`config.mk`:
```
export PLATFORM = sky130hd
export DESIGN_NAME = instr_fetch_decode
export DESIGN_NICKNAME = d
export VERILOG_FILES = /design/src/rtl/instr_fetch_decode.sv
export SDC_FILE = /design/constraint.sdc
export NUM_CORES = 1
export LEC_CHECK = 0
export CORE_MARGIN = 10
export CORE_UTILIZATION = 43
export DETAILED_ROUTE_END_ITERATION = 8
export PLACE_DENSITY = 0.76
export SLEW_MARGIN = 25
export SYNTH_ARGS = -nofsm -noshare
export SYNTH_HDL_FRONTEND = slang
export SYNTH_SLANG_ARGS = --single-unit
```
`constraint.sdc`:
```
create_clock -name clk -period 1.7 [get_ports clk]
set_input_delay 0.17 -clock clk [delete_from_list [all_inputs] [get_ports clk]]
set_output_delay 0.17 -clock clk [all_outputs]
set_load 0.01 [all_outputs]
```
`src/rtl/instr_fetch_decode.sv`:
```
// Fetch/decode stage: fetches one word at pc_in over a req/ack handshake, decodes it,
// and presents registered control strobes for exactly one accepted issue cycle.
module instr_fetch_decode #(
  parameter int PC_W    = 19,
  parameter int INSTR_W = 19
) (
  input  logic               clk,
  input  logic               rst_n,
  input  logic [PC_W-1:0]    pc_in,
  output logic               imem_req,
  output logic [PC_W-1:0]    imem_addr,
  input  logic [INSTR_W-1:0] imem_rdata,
  input  logic               imem_ack,
  input  logic               ex_busy,
  output logic               ctrl_valid,
  output logic [3:0]         opcode,
  output logic [2:0]         rd,
  output logic [2:0]         rs1,
  output logic [2:0]         rs2,
  output logic [5:0]         imm,
  output logic               jump,
  output logic               beq,
  output logic               bne,
  output logic               call,
  output logic               ret,
  output logic               mem_read,
  output logic               mem_write,
  output logic               alu_src,
  output logic               reg_dst,
  output logic               mem_to_reg,
  output logic               reg_write,
  output logic [1:0]         alu_op,
  output logic               illegal,
  output logic               halted
);

  typedef enum logic [1:0] {FETCH, DECODE, ISSUE, HALTED} state_t;

  typedef struct packed {
    logic       jump;
    logic       beq;
    logic       bne;
    logic       call;
    logic       ret;
    logic       mem_read;
    logic       mem_write;
    logic       alu_src;
    logic       reg_dst;
    logic       mem_to_reg;
    logic       reg_write;
    logic [1:0] alu_op;
  } ctrl_t;

  localparam logic [3:0] OP_HALT = 4'd13;

  state_t             state_q, state_d;
  logic               req_q, req_d;
  logic [PC_W-1:0]    addr_q, addr_d;
  logic [INSTR_W-1:0] ir_q, ir_d;
  logic               valid_q, valid_d;
  logic [3:0]         opcode_q, opcode_d;
  logic [2:0]         rd_q, rd_d;
  logic [2:0]         rs1_q, rs1_d;
  logic [2:0]         rs2_q, rs2_d;
  logic [5:0]         imm_q, imm_d;
  ctrl_t              ctrl_q, ctrl_d;
  logic               illegal_q, illegal_d;
  logic               halted_q, halted_d;

  function automatic ctrl_t decode_op(input logic [3:0] op);
    ctrl_t c;
    c = '0;
    case (op)
      4'd0, 4'd1, 4'd2, 4'd3: begin
        c.reg_write = 1'b1;
        c.reg_dst   = 1'b1;
        c.alu_op    = op[1:0];
      end
      4'd4: begin
        c.reg_write = 1'b1;
        c.alu_src   = 1'b1;
      end
      4'd5: begin
        c.mem_read   = 1'b1;
        c.mem_to_reg = 1'b1;
        c.reg_write  = 1'b1;
        c.alu_src    = 1'b1;
      end
      4'd6: begin
        c.mem_write = 1'b1;
        c.alu_src   = 1'b1;
      end
      4'd7: begin
        c.jump    = 1'b1;
        c.alu_src = 1'b1;
      end
      4'd8: begin
        c.beq    = 1'b1;
        c.alu_op = 2'b01;
      end
      4'd9: begin
        c.bne    = 1'b1;
        c.alu_op = 2'b01;
      end
      4'd10: begin
        c.call    = 1'b1;
        c.alu_src = 1'b1;
      end
      4'd11:   c.ret = 1'b1;
      default: c = '0;
    endcase
    return c;
  endfunction

  always_comb begin
    state_d   = state_q;
    req_d     = req_q;
    addr_d    = addr_q;
    ir_d      = ir_q;
    valid_d   = valid_q;
    opcode_d  = opcode_q;
    rd_d      = rd_q;
    rs1_d     = rs1_q;
    rs2_d     = rs2_q;
    imm_d     = imm_q;
    ctrl_d    = ctrl_q;
    illegal_d = illegal_q;
    halted_d  = halted_q;

    case (state_q)
      FETCH: begin
        // req is only low here on the first cycle after reset; raise it then
        if (!req_q) begin
          req_d  = 1'b1;
          addr_d = pc_in;
        end else if (imem_ack) begin
          ir_d    = imem_rdata;
          req_d   = 1'b0;
          state_d = DECODE;
        end
      end
      DECODE: begin
        opcode_d = ir_q[18:15];
        rd_d     = ir_q[14:12];
        rs1_d    = ir_q[11:9];
        rs2_d    = ir_q[8:6];
        imm_d    = ir_q[5:0];
        ctrl_d   = decode_op(ir_q[18:15]);
        valid_d  = 1'b1;
        if (ir_q[18:15] >= 4'd14) begin
          illegal_d = 1'b1;
        end
        state_d = ISSUE;
      end
      ISSUE: begin
        if (!ex_busy) begin
          valid_d = 1'b0;
          ctrl_d  = '0;
          if (opcode_q == OP_HALT) begin
            halted_d = 1'b1;
            state_d  = HALTED;
          end else begin
            req_d   = 1'b1;
            addr_d  = pc_in;
            state_d = FETCH;
          end
        end
      end
      HALTED: begin
        req_d   = 1'b0;
        valid_d = 1'b0;
      end
      default: state_d = FETCH;
    endcase
  end

  always_ff @(posedge clk or negedge rst_n) begin
    if (!rst_n) begin
      state_q   <= FETCH;
      req_q     <= 1'b0;
      addr_q    <= '0;
      ir_q      <= '0;
      valid_q   <= 1'b0;
      opcode_q  <= '0;
      rd_q      <= '0;
      rs1_q     <= '0;
      rs2_q     <= '0;
      imm_q     <= '0;
      ctrl_q    <= '0;
      illegal_q <= 1'b0;
      halted_q  <= 1'b0;
    end else begin
      state_q   <= state_d;
      req_q     <= req_d;
      addr_q    <= addr_d;
      ir_q      <= ir_d;
      valid_q   <= valid_d;
      opcode_q  <= opcode_d;
      rd_q      <= rd_d;
      rs1_q     <= rs1_d;
      rs2_q     <= rs2_d;
      imm_q     <= imm_d;
      ctrl_q    <= ctrl_d;
      illegal_q <= illegal_d;
      halted_q  <= halted_d;
    end
  end

  assign imem_req   = req_q;
  assign imem_addr  = addr_q;
  assign ctrl_valid = valid_q;
  assign opcode     = opcode_q;
  assign rd         = rd_q;
  assign rs1        = rs1_q;
  assign rs2        = rs2_q;
  assign imm        = imm_q;
  assign jump       = ctrl_q.jump;
  assign beq        = ctrl_q.beq;
  assign bne        = ctrl_q.bne;
  assign call       = ctrl_q.call;
  assign ret        = ctrl_q.ret;
  assign mem_read   = ctrl_q.mem_read;
  assign mem_write  = ctrl_q.mem_write;
  assign alu_src    = ctrl_q.alu_src;
  assign reg_dst    = ctrl_q.reg_dst;
  assign mem_to_reg = ctrl_q.mem_to_reg;
  assign reg_write  = ctrl_q.reg_write;
  assign alu_op     = ctrl_q.alu_op;
  assign illegal    = illegal_q;
  assign halted     = halted_q;

endmodule

```
==> qor.csv <==
stage,metric,value,unit
logic_synthesis,syn nets,316,
logic_synthesis,post-synth top area cell,dfrtp_1,
critical_path,startpoint types,register,
route,wire per inst,17.8,um
global_routing,remaining global-route overflow,0,
cts,H-tree depth,3,
global_routing,initial antenna violation count,0,
final_layout,# diodes,0,
logic_synthesis,"FFs w/ async S/R, synth",1.00,
logic_synthesis,main area contributors after synthesis,"dfrtp_1 55%, mux2_2 12%, a221o_1 5.5%, nand3b_1 4.2%, nand2b_1 3.8%",
run,number of max-cap violations,0,
cts,clock buffer depth,2,
floorplan,Die Y,109,um
cts,TritonCTS sink count,75,
critical_path,required time of the critical path,1.93,ns
final_layout,"commonest non-fill, non-tap cell in the layout",clkdlybuf4s50_1,
logic_synthesis,Post-synth EDFFs,0,
logic_synthesis,Synth Instances,269,
logic_synthesis,Post-Synthesis Cell Area,3430,um^2
critical_path,Crit. End Element,register,
final_layout,nets,417,
timing,Pins Over Slew Limit,0,
critical_path,arrival time worst endpoint,1.82,ns
timing,Layout Skew,0.00717,ns
cts,CTS tree,yes,
global_routing,largest net degree at the start of global routing,76,
route,TritonRoute pass-1 iters,4,
power,worst vdd ir,1.02,mV
global_routing,GR Util All Layers,0.141,
floorplan,core footprint,7730,um^2
final_layout,multi-input combinational cell area,1440,um^2
cts,CTS root buf,clkbuf_8,
placed_design,# placed instances,460,
final_layout,most frequent cells in the layout,"94 x clkdlybuf4s50_1, 74 x dfrtp_1, 38 x mux2_2",
route,drc violations,0,
critical_path,Crit Path Category,reg2reg,
critical_path,Crit Path Max Fanout,19,
hold_path,HP Class,in2async,
logic_synthesis,count of warnings emitted by yosys,0,
final_layout,layout cells sized above 1,0.208,
critical_path,"Cell Chain, Critical Path",buf_4 -> ha_1 -> buf_4 -> and3_4 -> a221o_1,
timing,Setup Viol. Count Final,0,
route,Vias/cell,5.34,
route,Antenna Nets Post-Route,0,
route,drt initial violations,106,
logic_synthesis,Yosys reg bits,75,
timing,Tightest Pin Transition,0.531,ns
critical_path,"CP delay by family, top",flip-flops,
logic_synthesis,syn avg cell area,12.7,um^2
floorplan,io pins,97,
floorplan,die area,11900,um^2
power,P_leak,2.01,nW
placed_design,Detailed Place HPWL,5920,um
critical_path,Critical Path Sink,imem_addr[18],
timing,clock period minus worst slack,1.59,ns
timing,Max Freq,0.627,GHz
final_layout,Post-Layout Cell Count,477,
cts,"Clk Latency, worst-skew pair",0.35,ns
route,vias,2547,
critical_path,worst reg-to-reg path cell count,5,
final_layout,Area Growth Syn to Fin,39.7,%
critical_path,CP most frequent cell,buf_4,
final_layout,Fillers,609,
critical_path,Stages on worst setup path,5,
route,final WL,8470,um
critical_path,"setup slack, reg-to-reg",0.11,ns
critical_path,reg-to-reg critical path startpoint,state_q[1],
power,PD cells,1950,nW/um^2
run_status,status,completed,
logic_synthesis,"Seq/Total Area, Yosys",0.548,
logic_synthesis,"Top FF cell, synth",dfrtp_1,
cts,Post-CTS Setup Repair Bufs,0,
critical_path,CP max stage delay,0.38,ns
floorplan,Die Wd,109,um
cts,Clock transition at path regs,0.08,ns
global_routing,vias in the first global route,2628,
placed_design,port buffer count,96,
timing,Final Hold Fails,0,
global_routing,first-pass GRT wire length,13400,um
critical_path,crit path max-delay cell type,dfrtp_1,
critical_path,Reg-to-Reg End,imem_addr[18],
final_layout,register area,1880,um^2
timing,unrepaired setup endpoints after global routing,no,
floorplan,Initial Utilization,0.443,
floorplan,FP Rows,32,
placed_design,placer congestion estimate,0.770,
timing,Final period util,0.937,
logic_synthesis,synth unique cells,38,
timing,max_slew headroom,0.645,
logic_synthesis,top-area cell type share of the netlist area,0.548,
cts,CTS Buf Count,9,
critical_path,Worst Setup SP,state_q[1],
critical_path,CP bufs+invs,2,
timing,setup_tns,0,ns
[layout make-up]
| type | count | area share |
|---|---|---|
| clock buffer | 11 | 0.0295 |
| inverter | 4 | 0.00314 |
| tap | 102 | 0.0267 |
| clock inverter | 5 | 0.0178 |
| sequential | 75 | 0.392 |
| multi-input combinational | 170 | 0.300 |
| timing repair buffer | 110 | 0.231 |
[repair_timing]
action / CTS / global route
hold buffers: 1 / 0
hold endpoints to repair: 75 / 0
pin swaps: 0 / 1
setup endpoints to repair: 20 / 2
gates resized for setup: 4 / 3
[worst min-delay path, stage by stage]
cell	delay (ns)
dlygate4sd3_1	0.52
buf_4	0.11
buf_12	0.32
[worst min path at each step]
stage | depth (start not counted) | from | end | slack, ns
global route | 3 | rst_n | ir_q[12] | 0.42
floorplan | 0 | rst_n | alu_op[0] | -0.13
CTS | 3 | rst_n | bne | 0.38
detailed placement | 2 | rst_n | rs1[0] | 0.22
global placement | 2 | rst_n | ir_q[3] | 0.22
finish | 3 | rst_n | imm[3] | 0.36
[layer usage]
metal,vias up,track usage,routed length [um]
met2,83,0.229,4100
met5,-,0,0
li1,1195,-,-
met4,0,0.0539,126
met1,1257,0.163,3490
met3,12,0.0555,752
[logic make-up (layout without fill, tap and decap cells)]
logic type / Yosys count / in the layout / share of synthesized area
flip-flops: 75 / 75 / 0.548
AO/OA/AOI/OAI: 65 / 65 / 0.143
AND/OR/NAND/NOR: 62 / 62 / 0.127
multiplexers: 38 / 38 / 0.125
buffers and inverters: 24 / 130 / 0.0394
adder cells (fa/ha/maj): 5 / 5 / 0.0183
[registers in the layout, summed over array words and instances, names as in the netlist, 2 cells and up]
signal / cells
imem_addr: 19
ir_q: 19
imm: 6
opcode: 4
rd: 3
rs1: 3
rs2: 3
alu_op: 2
state_q: 2
[power by group]
part / internal, mW / total (mW) / switching [mW]
sequential: 2.63 / 3.24 / 0.609
clock: 0.876 / 1.57 / 0.693
combinational: 2.65 / 4.51 / 1.86
[cells in the mapped netlist, types with 2 or more instances]
master / n
a21oi_1: 26
a21bo_2: 2
a21oi_2: 2
buf_2: 6
a32o_1: 2
mux2_2: 38
ha_1: 5
nand2b_1: 21
dfrtp_1: 75
clkbuf_1: 8
inv_1: 4
buf_6: 4
buf_4: 2
and4bb_2: 2
a221o_1: 19
a22o_1: 5
nand2_1: 8
nand3b_1: 19
nor2b_1: 2
[metrics by stage]
step	hold slack, ns	utilization	setup WS, ns	total power [mW]	cell area (um^2)
after floorplan	-0.126	-	0.0389	5.82	3430
after global routing	0.420	0.620	0.0196	9.90	4790
after global placement	0.219	0.586	-0.0557	7.62	4530
after detailed placement	0.222	0.586	-0.125	7.78	4530
after CTS	0.377	0.618	0.0632	9.39	4780
final	0.360	0.620	0.106	9.32	4790
No activity file was read; power rests on OpenSTA's default activity.
